[config.mk]
export PLATFORM = sky130hd
export DESIGN_NAME = alu_nibble_sequencer_flat
export DESIGN_NICKNAME = d
export VERILOG_FILES = /design/src/rtl/alu_nibble_sequencer_if.sv /design/src/rtl/alu_nibble_sequencer.sv /design/src/flat_wrapper.sv
export SDC_FILE = /design/constraint.sdc
export NUM_CORES = 1
export LEC_CHECK = 0
export CORE_MARGIN = 2
export CORE_UTILIZATION = 31
export DETAILED_ROUTE_END_ITERATION = 16
export GPL_ROUTABILITY_DRIVEN = 0
export HOLD_SLACK_MARGIN = 0.1
export RECOVER_POWER = 50
export SYNTH_ARGS = -nofsm -noshare
export SYNTH_HDL_FRONTEND = slang
export SYNTH_SLANG_ARGS = --single-unit
[constraint.sdc]
create_clock -name clk -period 3.5 [get_ports clk]
set_input_delay 0.7 -clock clk [delete_from_list [all_inputs] [get_ports clk]]
set_output_delay 0.7 -clock clk [all_outputs]
set_load 0.05 [all_outputs]
[src/rtl/alu_nibble_sequencer_if.sv]
// Request/response bundle for alu_nibble_sequencer; acc_sel exists only with ALU_SEQ_ACCUM_EN.
interface alu_nibble_sequencer_if #(parameter int NIBBLES = 4);
  localparam int W = 4 * NIBBLES;

  logic         start;
  logic [2:0]   op;
  logic [W-1:0] a;
  logic [W-1:0] b;
  logic         carry_in;
`ifdef ALU_SEQ_ACCUM_EN
  logic         acc_sel;
`endif
  logic         busy;
  logic         done;
  logic [W-1:0] result;
  logic         carry_out;
  logic         overflow;
  logic         zero;
  logic         illegal_op;

`ifdef ALU_SEQ_ACCUM_EN
  modport master (output start, op, a, b, carry_in, acc_sel,
                  input  busy, done, result, carry_out, overflow, zero, illegal_op);
  modport slave  (input  start, op, a, b, carry_in, acc_sel,
                  output busy, done, result, carry_out, overflow, zero, illegal_op);
`else
  modport master (output start, op, a, b, carry_in,
                  input  busy, done, result, carry_out, overflow, zero, illegal_op);
  modport slave  (input  start, op, a, b, carry_in,
                  output busy, done, result, carry_out, overflow, zero, illegal_op);
`endif
endinterface

[src/rtl/alu_nibble_sequencer.sv]
// Runs 4*NIBBLES-bit ADD/SUB/AND/OR/XOR through one 4-bit ALU, LSB nibble first.
// Optional macro ALU_SEQ_ACCUM_EN: acc_sel=1 at start takes operand A from the result register.
module alu_nibble_sequencer #(
  parameter int NIBBLES = 4
) (
  input  logic                 clk,
  input  logic                 rst,
  alu_nibble_sequencer_if.slave bus
);
  localparam int W  = 4 * NIBBLES;
  localparam int KW = $clog2(NIBBLES);
  localparam logic [2:0] OP_ADD = 3'd0, OP_SUB = 3'd1, OP_AND = 3'd4,
                         OP_OR  = 3'd5, OP_XOR = 3'd6;

  typedef enum logic [1:0] {S_IDLE, S_RUN, S_DONE} state_t;

  state_t        r_state, w_next;
  logic [W-1:0]  r_a, r_beff, r_result, w_res_next, w_a_src;
  logic [2:0]    r_aluop;
  logic          r_arith, r_carry;
  logic [KW-1:0] r_k;
  logic          r_cout, r_ovf, r_zero, r_ill;
  logic          w_legal, w_accept, w_last, w_busy, w_done;
  logic [3:0]    w_alu_a, w_alu_b, w_alu_y;
  logic          w_alu_cin, w_alu_cout;

  assign w_legal  = (bus.op == OP_ADD) || (bus.op == OP_SUB) || (bus.op == OP_AND) ||
                    (bus.op == OP_OR)  || (bus.op == OP_XOR);
  assign w_accept = (r_state == S_IDLE) && bus.start;
  assign w_last   = (r_k == KW'(NIBBLES - 1));

`ifdef ALU_SEQ_ACCUM_EN
  assign w_a_src = bus.acc_sel ? r_result : bus.a;
`else
  assign w_a_src = bus.a;
`endif

  always_ff @(posedge clk) begin
    if (rst) r_state <= S_IDLE;
    else     r_state <= w_next;
  end

  always_comb begin
    w_next = r_state;
    case (r_state)
      S_IDLE:  if (bus.start) w_next = w_legal ? S_RUN : S_DONE;
      S_RUN:   if (w_last) w_next = S_DONE;
      S_DONE:  w_next = S_IDLE;
      default: w_next = S_IDLE;
    endcase
  end

  always_comb begin
    w_busy = 1'b0;
    w_done = 1'b0;
    case (r_state)
      S_RUN:   w_busy = 1'b1;
      S_DONE:  w_done = 1'b1;
      default: ;
    endcase
  end

  // 4-bit ALU slice; SUB arrives here already folded into ADD with inverted B and carry.
  assign w_alu_a   = r_a[4*r_k +: 4];
  assign w_alu_b   = r_beff[4*r_k +: 4];
  assign w_alu_cin = r_arith ? r_carry : 1'b0;

  always_comb begin
    w_alu_y    = 4'd0;
    w_alu_cout = 1'b0;
    case (r_aluop)
      OP_ADD:  {w_alu_cout, w_alu_y} = {1'b0, w_alu_a} + {1'b0, w_alu_b} + {4'd0, w_alu_cin};
      OP_AND:  w_alu_y = w_alu_a & w_alu_b;
      OP_OR:   w_alu_y = w_alu_a | w_alu_b;
      OP_XOR:  w_alu_y = w_alu_a ^ w_alu_b;
      default: ;
    endcase
  end

  always_comb begin
    w_res_next              = r_result;
    w_res_next[4*r_k +: 4]  = w_alu_y;
  end

  // Flags are loaded on the last RUN edge so they are valid alongside done.
  always_ff @(posedge clk) begin
    if (rst) begin
      r_a      <= '0;
      r_beff   <= '0;
      r_result <= '0;
      r_aluop  <= OP_ADD;
      r_arith  <= 1'b0;
      r_carry  <= 1'b0;
      r_k      <= '0;
      r_cout   <= 1'b0;
      r_ovf    <= 1'b0;
      r_zero   <= 1'b0;
      r_ill    <= 1'b0;
    end else if (w_accept) begin
      if (w_legal) begin
        r_a      <= w_a_src;
        r_beff   <= (bus.op == OP_SUB) ? ~bus.b : bus.b;
        r_aluop  <= (bus.op == OP_SUB) ? OP_ADD : bus.op;
        r_arith  <= (bus.op == OP_ADD) || (bus.op == OP_SUB);
        r_carry  <= (bus.op == OP_SUB) ? ~bus.carry_in : bus.carry_in;
        r_k      <= '0;
        r_result <= '0;
        r_cout   <= 1'b0;
        r_ovf    <= 1'b0;
        r_zero   <= 1'b0;
        r_ill    <= 1'b0;
      end else begin
        r_ill    <= 1'b1;
      end
    end else if (r_state == S_RUN) begin
      r_result <= w_res_next;
      r_carry  <= w_alu_cout;
      r_k      <= r_k + KW'(1);
      if (w_last) begin
        r_cout <= r_arith & w_alu_cout;
        r_ovf  <= r_arith && (r_a[W-1] == r_beff[W-1]) && (w_res_next[W-1] != r_a[W-1]);
        r_zero <= (w_res_next == '0);
      end
    end
  end

  assign bus.busy       = w_busy;
  assign bus.done       = w_done;
  assign bus.result     = r_result;
  assign bus.carry_out  = r_cout;
  assign bus.overflow   = r_ovf;
  assign bus.zero       = r_zero;
  assign bus.illegal_op = r_ill;
endmodule

[src/flat_wrapper.sv]
// flat-port wrapper written by rule: the top's interface ports become plain ports
module alu_nibble_sequencer_flat 
#(
  parameter int NIBBLES = 4
)
  (clk, rst, bus_start, bus_op, bus_a, bus_b, bus_carry_in, bus_busy, bus_done, bus_result, bus_carry_out, bus_overflow, bus_zero, bus_illegal_op);
  alu_nibble_sequencer_if #(.NIBBLES(NIBBLES)) bus_i ();
  input  logic clk;
  input  logic rst;
  input wire logic [$bits(bus_i.start)-1:0] bus_start;
  input wire logic [$bits(bus_i.op)-1:0] bus_op;
  input wire logic [$bits(bus_i.a)-1:0] bus_a;
  input wire logic [$bits(bus_i.b)-1:0] bus_b;
  input wire logic [$bits(bus_i.carry_in)-1:0] bus_carry_in;
  output wire logic [$bits(bus_i.busy)-1:0] bus_busy;
  output wire logic [$bits(bus_i.done)-1:0] bus_done;
  output wire logic [$bits(bus_i.result)-1:0] bus_result;
  output wire logic [$bits(bus_i.carry_out)-1:0] bus_carry_out;
  output wire logic [$bits(bus_i.overflow)-1:0] bus_overflow;
  output wire logic [$bits(bus_i.zero)-1:0] bus_zero;
  output wire logic [$bits(bus_i.illegal_op)-1:0] bus_illegal_op;
  assign bus_i.start = bus_start;
  assign bus_i.op = bus_op;
  assign bus_i.a = bus_a;
  assign bus_i.b = bus_b;
  assign bus_i.carry_in = bus_carry_in;
  assign bus_busy = bus_i.busy;
  assign bus_done = bus_i.done;
  assign bus_result = bus_i.result;
  assign bus_carry_out = bus_i.carry_out;
  assign bus_overflow = bus_i.overflow;
  assign bus_zero = bus_i.zero;
  assign bus_illegal_op = bus_i.illegal_op;
  alu_nibble_sequencer #(.NIBBLES(NIBBLES)) u_core (.clk(clk), .rst(rst), .bus(bus_i));
endmodule
==> results of run 1 <==
[cells by family after synthesis]
| logic type | after synthesis | share of synthesized area [%] |
|---|---|---|
| AO/OA/AOI/OAI | 90 | 19.18 |
| XOR/XNOR | 18 | 4.893 |
| adder cells (fa/ha/maj) | 16 | 6.680 |
| buffers and inverters | 38 | 5.515 |
| flip-flops | 61 | 37.90 |
| multiplexers | 13 | 7.417 |
| AND/OR/NAND/NOR | 131 | 18.41 |
[power groups by stage]
stage | clock [W] | combinational (W) | sequential (W)
2_1_floorplan | 0 | 0.000225 | 0.000769
3_3_place_gp | 0 | 0.000327 | 0.000776
3_5_place_dp | 0 | 0.000331 | 0.000776
4_1_cts | 0.000624 | 0.000332 | 0.000761
5_1_grt | 0.000656 | 0.000363 | 0.000765
6_report | 0.000610 | 0.000327 | 0.000760
[Yosys cell counts (2+ instances only)]
| library cell | count |
|---|---|
| a21oi_1 | 29 |
| and2_1 | 3 |
| nor3b_1 | 2 |
| a2bb2oi_1 | 2 |
| clkbuf_1 | 9 |
| a211oi_1 | 16 |
| o21ai_1 | 4 |
| nand2_1 | 47 |
| nor3_1 | 8 |
| a21o_1 | 2 |
| xnor2_1 | 17 |
| nor2_1 | 48 |
| buf_6 | 2 |
| inv_1 | 16 |
| o21ai_0 | 5 |
| nand3b_1 | 2 |
| dfxtp_1 | 61 |
| nand3_1 | 4 |
| a22o_1 | 2 |
| a22oi_1 | 16 |
| nor4_1 | 2 |
| o211ai_1 | 2 |
| nor2b_1 | 5 |
| buf_2 | 9 |
| mux2_2 | 3 |
| nand4b_1 | 2 |
| ha_1 | 14 |
| mux4_2 | 8 |
| o21a_1 | 2 |
| fa_1 | 2 |
| nand2b_1 | 2 |
| o31ai_1 | 3 |
[final cells by class]
cell class	count	share of cell area [%]
multi-input combinational	268	44.01
sequential	61	29.52
timing repair buffer	68	16.06
tap	136	4.114
clock buffer	11	3.418
inverter	17	1.664
clock inverter	5	1.210
[metrics by stage]
stage | util, % | std cells | worst slack, ns
floorplan | - | 367 | 0.6728
global placement | 38.85 | 550 | 0.6105
detailed placement | 38.85 | 550 | 0.5082
CTS | 40.72 | 566 | 0.5017
global route | 40.61 | 566 | 0.3076
finish | 40.61 | 566 | 0.5215
[sequential cells by signal, summed over array words and instances (netlist names), 2 cells and up]
name               count
u_core.r_k             2
u_core.bus.result     16
u_core.r_state         2
u_core.r_a            16
u_core.r_beff         16
u_core.r_aluop         3
[metal layers]
metal | global-route usage, % | share of wire, % | up-vias
met5 | 0 | 0 | -
met3 | 3.188 | 4.7 | 15
met1 | 17.87 | 46 | 1285
met2 | 23.00 | 46 | 69
li1 | - | - | 1403
met4 | 8.177 | 2.8 | 0
[worst max path at each step]
| stage | from | end | slack, ns | depth (start not counted) |
|---|---|---|---|---|
| after global routing | u_core.r_k[0] | u_core.bus.zero | 0.31 | 9 |
| final | u_core.r_k[0] | u_core.bus.overflow | 0.52 | 10 |
| after floorplan | u_core.r_k[0] | u_core.bus.overflow | 0.67 | 11 |
| after global placement | u_core.r_k[0] | u_core.bus.overflow | 0.61 | 10 |
| after CTS | u_core.r_k[0] | u_core.bus.overflow | 0.50 | 10 |
| after detailed placement | u_core.r_k[0] | u_core.bus.overflow | 0.51 | 10 |
[critical path, cell delays in order, from the launching register on]
cell	delay [ns]
dfxtp_1	0.59
buf_4	0.27
mux4_2	0.53
inv_1	0.08
ha_1	0.27
mux2_4	0.28
o211ai_2	0.18
o31ai_4	0.15
a22oi_2	0.19
mux2i_1	0.24
o41ai_2	0.07
==> flow_metrics.py, run 1 <==
metrics = {
    "run_status": {
        "status": "completed",
    },
    "drt": {
        "drt_iter0_markers": 162,
        "viasPerCell": 4.898,
        "num_vias": 2772,
        "drt_pass1_iterations": 4,
        "drtAntennaViolNets": 0,
        "drc_errors": 0,
        "drt-wirelength-per-cell_um": 13.39,
        "drt_wl_total_um": 7580,
    },
    "placement": {
        "io_buffers": 60,
        "placed_cell_area_mm2": 0.003956,
        "hpwl_um": 5795,
    },
    "setup_path": {
        "start_kind": "flip-flop",
        "rr_endpoint": "u_core.bus.overflow",
        "crit_type": "flip-flop to flip-flop",
        "reg2reg_slack_ns": 0.52,
        "reg2reg_from": "u_core.r_k[0]",
        "cp.required_ns": 3.72,
        "end_kind": "flip-flop",
        "arrival_ns": 3.19,
        "rr_worst_depth": 10,
        "critPathMaxFanout": 11,
    },
    "die": {
        "die-area_mm2": 0.01122,
        "io_pins": 61,
        "dieHeight_um": 105.9,
        "core-area_mm2": 0.01018,
        "rows": 37,
        "start_util_pct": 31.63,
        "fp.dieW_um": 105.9,
    },
    "grt": {
        "track_usage_pct": 14.37,
        "grt_pass1_vias": 2625,
        "grt_max_degree": 43,
        "grt_pass1_wl_um": 12700,
        "antenna_found_initial": 0,
        "grt_overflow": 0,
    },
    "timing": {
        "grt_setup_unrepaired": "false",
        "fin_crit_ns": 2.978,
        "maxSlewViolCount": 0,
        "slew_headroom_pct": 26.25,
        "hold_ws_ns": 0.4523,
        "fin_setup_tns_ns": 0,
        "post-route-period-util_pct": 85.10,
        "tightest_slew_ns": 1.102,
        "hold_viol": 0,
        "setup_viol": 0,
        "fmax_mhz": 335.7,
        "skew_ns": 0.006850,
    },
    "synth": {
        "ys.flop_type": "dfxtp_1",
        "synth-edff-count": 0,
        "synth_top_area_share_pct": 37.90,
        "synth_area_per_cell_um2": 8.779,
        "ys_seq_area_share_pct": 37.90,
        "async_reset_ff_share_pct": 0,
        "yosysUniqueCellTypes": 50,
        "synth.cell_area_mm2": 0.003222,
        "synthTopCellsByArea": "dfxtp_1, mux4_2, nor2_1, nand2_1, ha_1",
        "yosys.area.top_type": "dfxtp_1",
        "yosys_warnings": 0,
        "synth_seq_cells": 61,
        "syn_nets": 422,
        "syn-instance-count": 367,
    },
    "clock_network": {
        "cts-root-buf": "clkbuf_8",
        "clk_pin_slew_ns": 0.06,
        "cts_sinks": 61,
        "post_cts_buffers": 0,
        "cts_resized": 0,
        "cts_buffers": 9,
        "cts_max_path_buffers": 2,
        "cts-htree-levels": 3,
        "cts_tree": "done",
        "worstSkewPairLatency_ns": 0.35,
        "cts.hold.buffers_added": 0,
    },
    "cells_and_area": {
        "fillers": 1062,
        "fin_area_mm2": 0.004136,
        "final-seq-area_mm2": 0.001221,
        "drive_gt1_share_pct": 10.00,
        "final_common_cell": "dfxtp_1",
        "nNetsFinal": 480,
        "final_cell_mix": "dfxtp_1, nor2_1, nand2_1, clkdlybuf4s50_1, a21oi_1",
        "syn2layout_area_growth_pct": 28.39,
        "multi_input_area_mm2": 0.001821,
        "diodes": 0,
    },
    "power": {
        "seq_power_share_pct": 44.8,
        "intPower_w": 0.001223,
        "clkPwrFrac_pct": 35.9,
        "switching_share_pct": 27.93,
        "p_leak_nw": 1.531,
        "peakVddDrop_mv": 0.1935,
        "p_switching_w": 0.0004741,
        "p_total_w": 0.001697,
        "p_comb_share_pct": 19.3,
        "p_per_area_mw_per_mm2": 410.3,
    },
    "min_path": {
        "min_from": "u_core.bus.overflow",
        "whs_path_depth": 2,
        "hold_end": "u_core.bus.overflow",
        "hold_path.class": "flip-flop to flip-flop",
    },
    "run": {
        "maxCapViolations": 0,
    },
}
(Power assumes the default switching activity.)
==> run 2, diff against run 1 <==
SLEW_MARGIN = 25   (was not set)
==> results of run 2 <==
Same layout as run 1: the final DEF is identical, and so are final timing and power.
==> run 3, diff against run 2 <==
CTS_BUF_LIST = sky130_fd_sc_hd__clkbuf_8 sky130_fd_sc_hd__clkbuf_16   (was not set)
==> run 3 against run 2 <==
Combinational power barely moved; global-route usage did not move; total power fell by 0.16%; non-clock buffer count did not move; critical path type unchanged; highest routed layer unchanged.
==> flow_metrics.py, run 3 (same netlist as run 1, synthesis figures left out) <==
metrics = {
    "run_status": {
        "status": "completed",
    },
    "power": {
        "peakVddDrop_mv": 0.1935,
        "p_total_w": 0.001694,
        "p_per_area_mw_per_mm2": 409.6,
        "p_leak_nw": 1.536,
    },
    "setup_path": {
        "crit_type": "flip-flop to flip-flop",
        "rr_endpoint": "u_core.bus.overflow",
        "critical_path_buf_inv_count": 2,
        "reg2reg_slack_ns": 0.52,
        "end_kind": "flip-flop",
        "critical_path.top_delay_family": "multiplexers",
        "reg2reg_from": "u_core.r_k[0]",
        "cp_cell_sequence": "buf_4 -> mux4_2 -> inv_1 -> ha_1 -> mux2_4 -> o211ai_2 -> o31ai_4 -> a22oi_2 -> mux2i_1 -> o41ai_2",
        "cp.required_ns": 3.72,
        "rr_worst_depth": 10,
        "max_stage_delay_ns": 0.59,
        "critPathMaxFanout": 11,
        "arrival_ns": 3.20,
        "start_kind": "flip-flop",
        "crit_slowest_cell": "dfxtp_1",
    },
    "placement": {
        "place_ws_ns": 0.5082,
        "placed_cell_area_mm2": 0.003956,
        "hpwl_um": 5795,
        "io_buffers": 60,
        "dp_cells": 550,
    },
    "clock_network": {
        "cts_resized": 0,
        "cts_tree": "done",
        "worstSkewPairLatency_ns": 0.35,
        "cts.hold.buffers_added": 0,
        "clk_pin_slew_ns": 0.06,
        "cts_buffers": 9,
        "cts-root-buf": "clkbuf_8",
        "cts_sinks": 61,
        "post_cts_buffers": 0,
        "cts_max_path_buffers": 2,
        "cts-htree-levels": 3,
    },
    "die": {
        "io_pins": 61,
        "core-area_mm2": 0.01018,
        "start_util_pct": 31.63,
        "die-area_mm2": 0.01122,
        "fp.dieW_um": 105.9,
        "rows": 37,
        "dieHeight_um": 105.9,
    },
    "timing": {
        "setup_viol": 0,
        "maxSlewViolCount": 0,
        "tightest_slew_ns": 1.102,
        "post-route-period-util_pct": 85.29,
        "fin_setup_tns_ns": 0,
        "worst_slack_ns": 0.5150,
        "hold_viol": 0,
        "skew_ns": 0.006850,
        "fmax_mhz": 335.0,
        "grt_setup_unrepaired": "false",
        "slew_headroom_pct": 26.23,
        "fin_crit_ns": 2.985,
    },
    "grt": {
        "antenna_found_initial": 0,
        "grt_pass1_wl_um": 12700,
        "grt_max_degree": 43,
        "grt_pass1_vias": 2625,
        "track_usage_pct": 14.37,
        "grt_overflow": 0,
    },
    "drt": {
        "num_vias": 2765,
        "dr_wl_met2_um": 3506,
        "drt_pass1_iterations": 4,
        "viasPerCell": 4.885,
        "drt-wirelength-per-cell_um": 13.40,
        "dr_wl_met3_um": 348,
        "drc_errors": 0,
        "drt_wl_total_um": 7584,
        "routed.top_layer": "met4",
        "wl_met1_um": 3516,
        "drt_iter0_markers": 162,
        "drtAntennaViolNets": 0,
    },
    "cells_and_area": {
        "diodes": 0,
        "multi_input_area_mm2": 0.001821,
        "final_common_cell": "dfxtp_1",
        "fin_area_mm2": 0.004136,
        "drive_gt1_share_pct": 10.00,
        "stdcell_count": 566,
        "nNetsFinal": 480,
        "fillers": 1062,
        "final_cell_mix": "dfxtp_1, nor2_1, nand2_1, clkdlybuf4s50_1, a21oi_1",
        "syn2layout_area_growth_pct": 28.39,
        "final-seq-area_mm2": 0.001221,
    },
    "min_path": {
        "hold_path.class": "flip-flop to flip-flop",
        "min_from": "u_core.bus.overflow",
        "hold_end": "u_core.bus.overflow",
        "whs_path_depth": 2,
    },
    "run": {
        "maxCapViolations": 0,
    },
}
run 3: cell types whose count changed in the layout (fill, tap and decap cells not counted), sizes merged:
cell	delta
inv	+1
clkbuf	-1
run 3: worst reg2reg max path: cells and delay by family (launching register included):
kind                       cells  cell delay, ns
DFF                            1            0.59
AOI/OAI and AO/OA              4            0.59
adders and majority gates      1            0.27
buffers and inverters          2            0.35
muxes                          3            1.05
run 3: area by class of cell:
class | instances | area share [%]
Multi-Input combinational cell | 268 | 44.01
Sequential cell | 61 | 29.52
Timing Repair Buffer | 68 | 16.06
Tap cell | 136 | 4.114
Clock buffer | 10 | 3.327
Inverter | 17 | 1.664
Clock inverter | 6 | 1.301
run 3: worst max-delay path by stage:
stage,to,from,slack (ns),cells past startpoint
after floorplan,u_core.bus.overflow,u_core.r_k[0],0.67,11
after global placement,u_core.bus.overflow,u_core.r_k[0],0.61,10
after detailed placement,u_core.bus.overflow,u_core.r_k[0],0.51,10
after CTS,u_core.bus.overflow,u_core.r_k[0],0.50,10
after global routing,u_core.bus.zero,u_core.r_k[0],0.31,9
final,u_core.bus.overflow,u_core.r_k[0],0.52,10
run 3: metal layers:
| layer | track usage (%) | up-vias |
|---|---|---|
| met5 | 0 | - |
| met1 | 17.87 | 1280 |
| met2 | 23.00 | 68 |
| li1 | - | 1402 |
| met3 | 3.188 | 15 |
| met4 | 8.177 | 0 |
run 3: where the power goes:
part | leakage [nW] | switching, W | internal, W
Clock | 0.107 | 0.000267 | 0.000340
Sequential | 0.498 | 0.0000295 | 0.000731
Combinational | 0.931 | 0.000178 | 0.000149
Total | 1.54 | 0.000474 | 0.00122
run 3: stage by stage:
| stage | hold slack (ns) | utilization, % |
|---|---|---|
| 2_1_floorplan | 0.4322 | - |
| 3_3_place_gp | 0.4417 | 38.85 |
| 3_5_place_dp | 0.4461 | 38.85 |
| 4_1_cts | 0.4553 | 40.72 |
| 5_1_grt | 0.4728 | 40.61 |
| 6_report | 0.4523 | 40.61 |
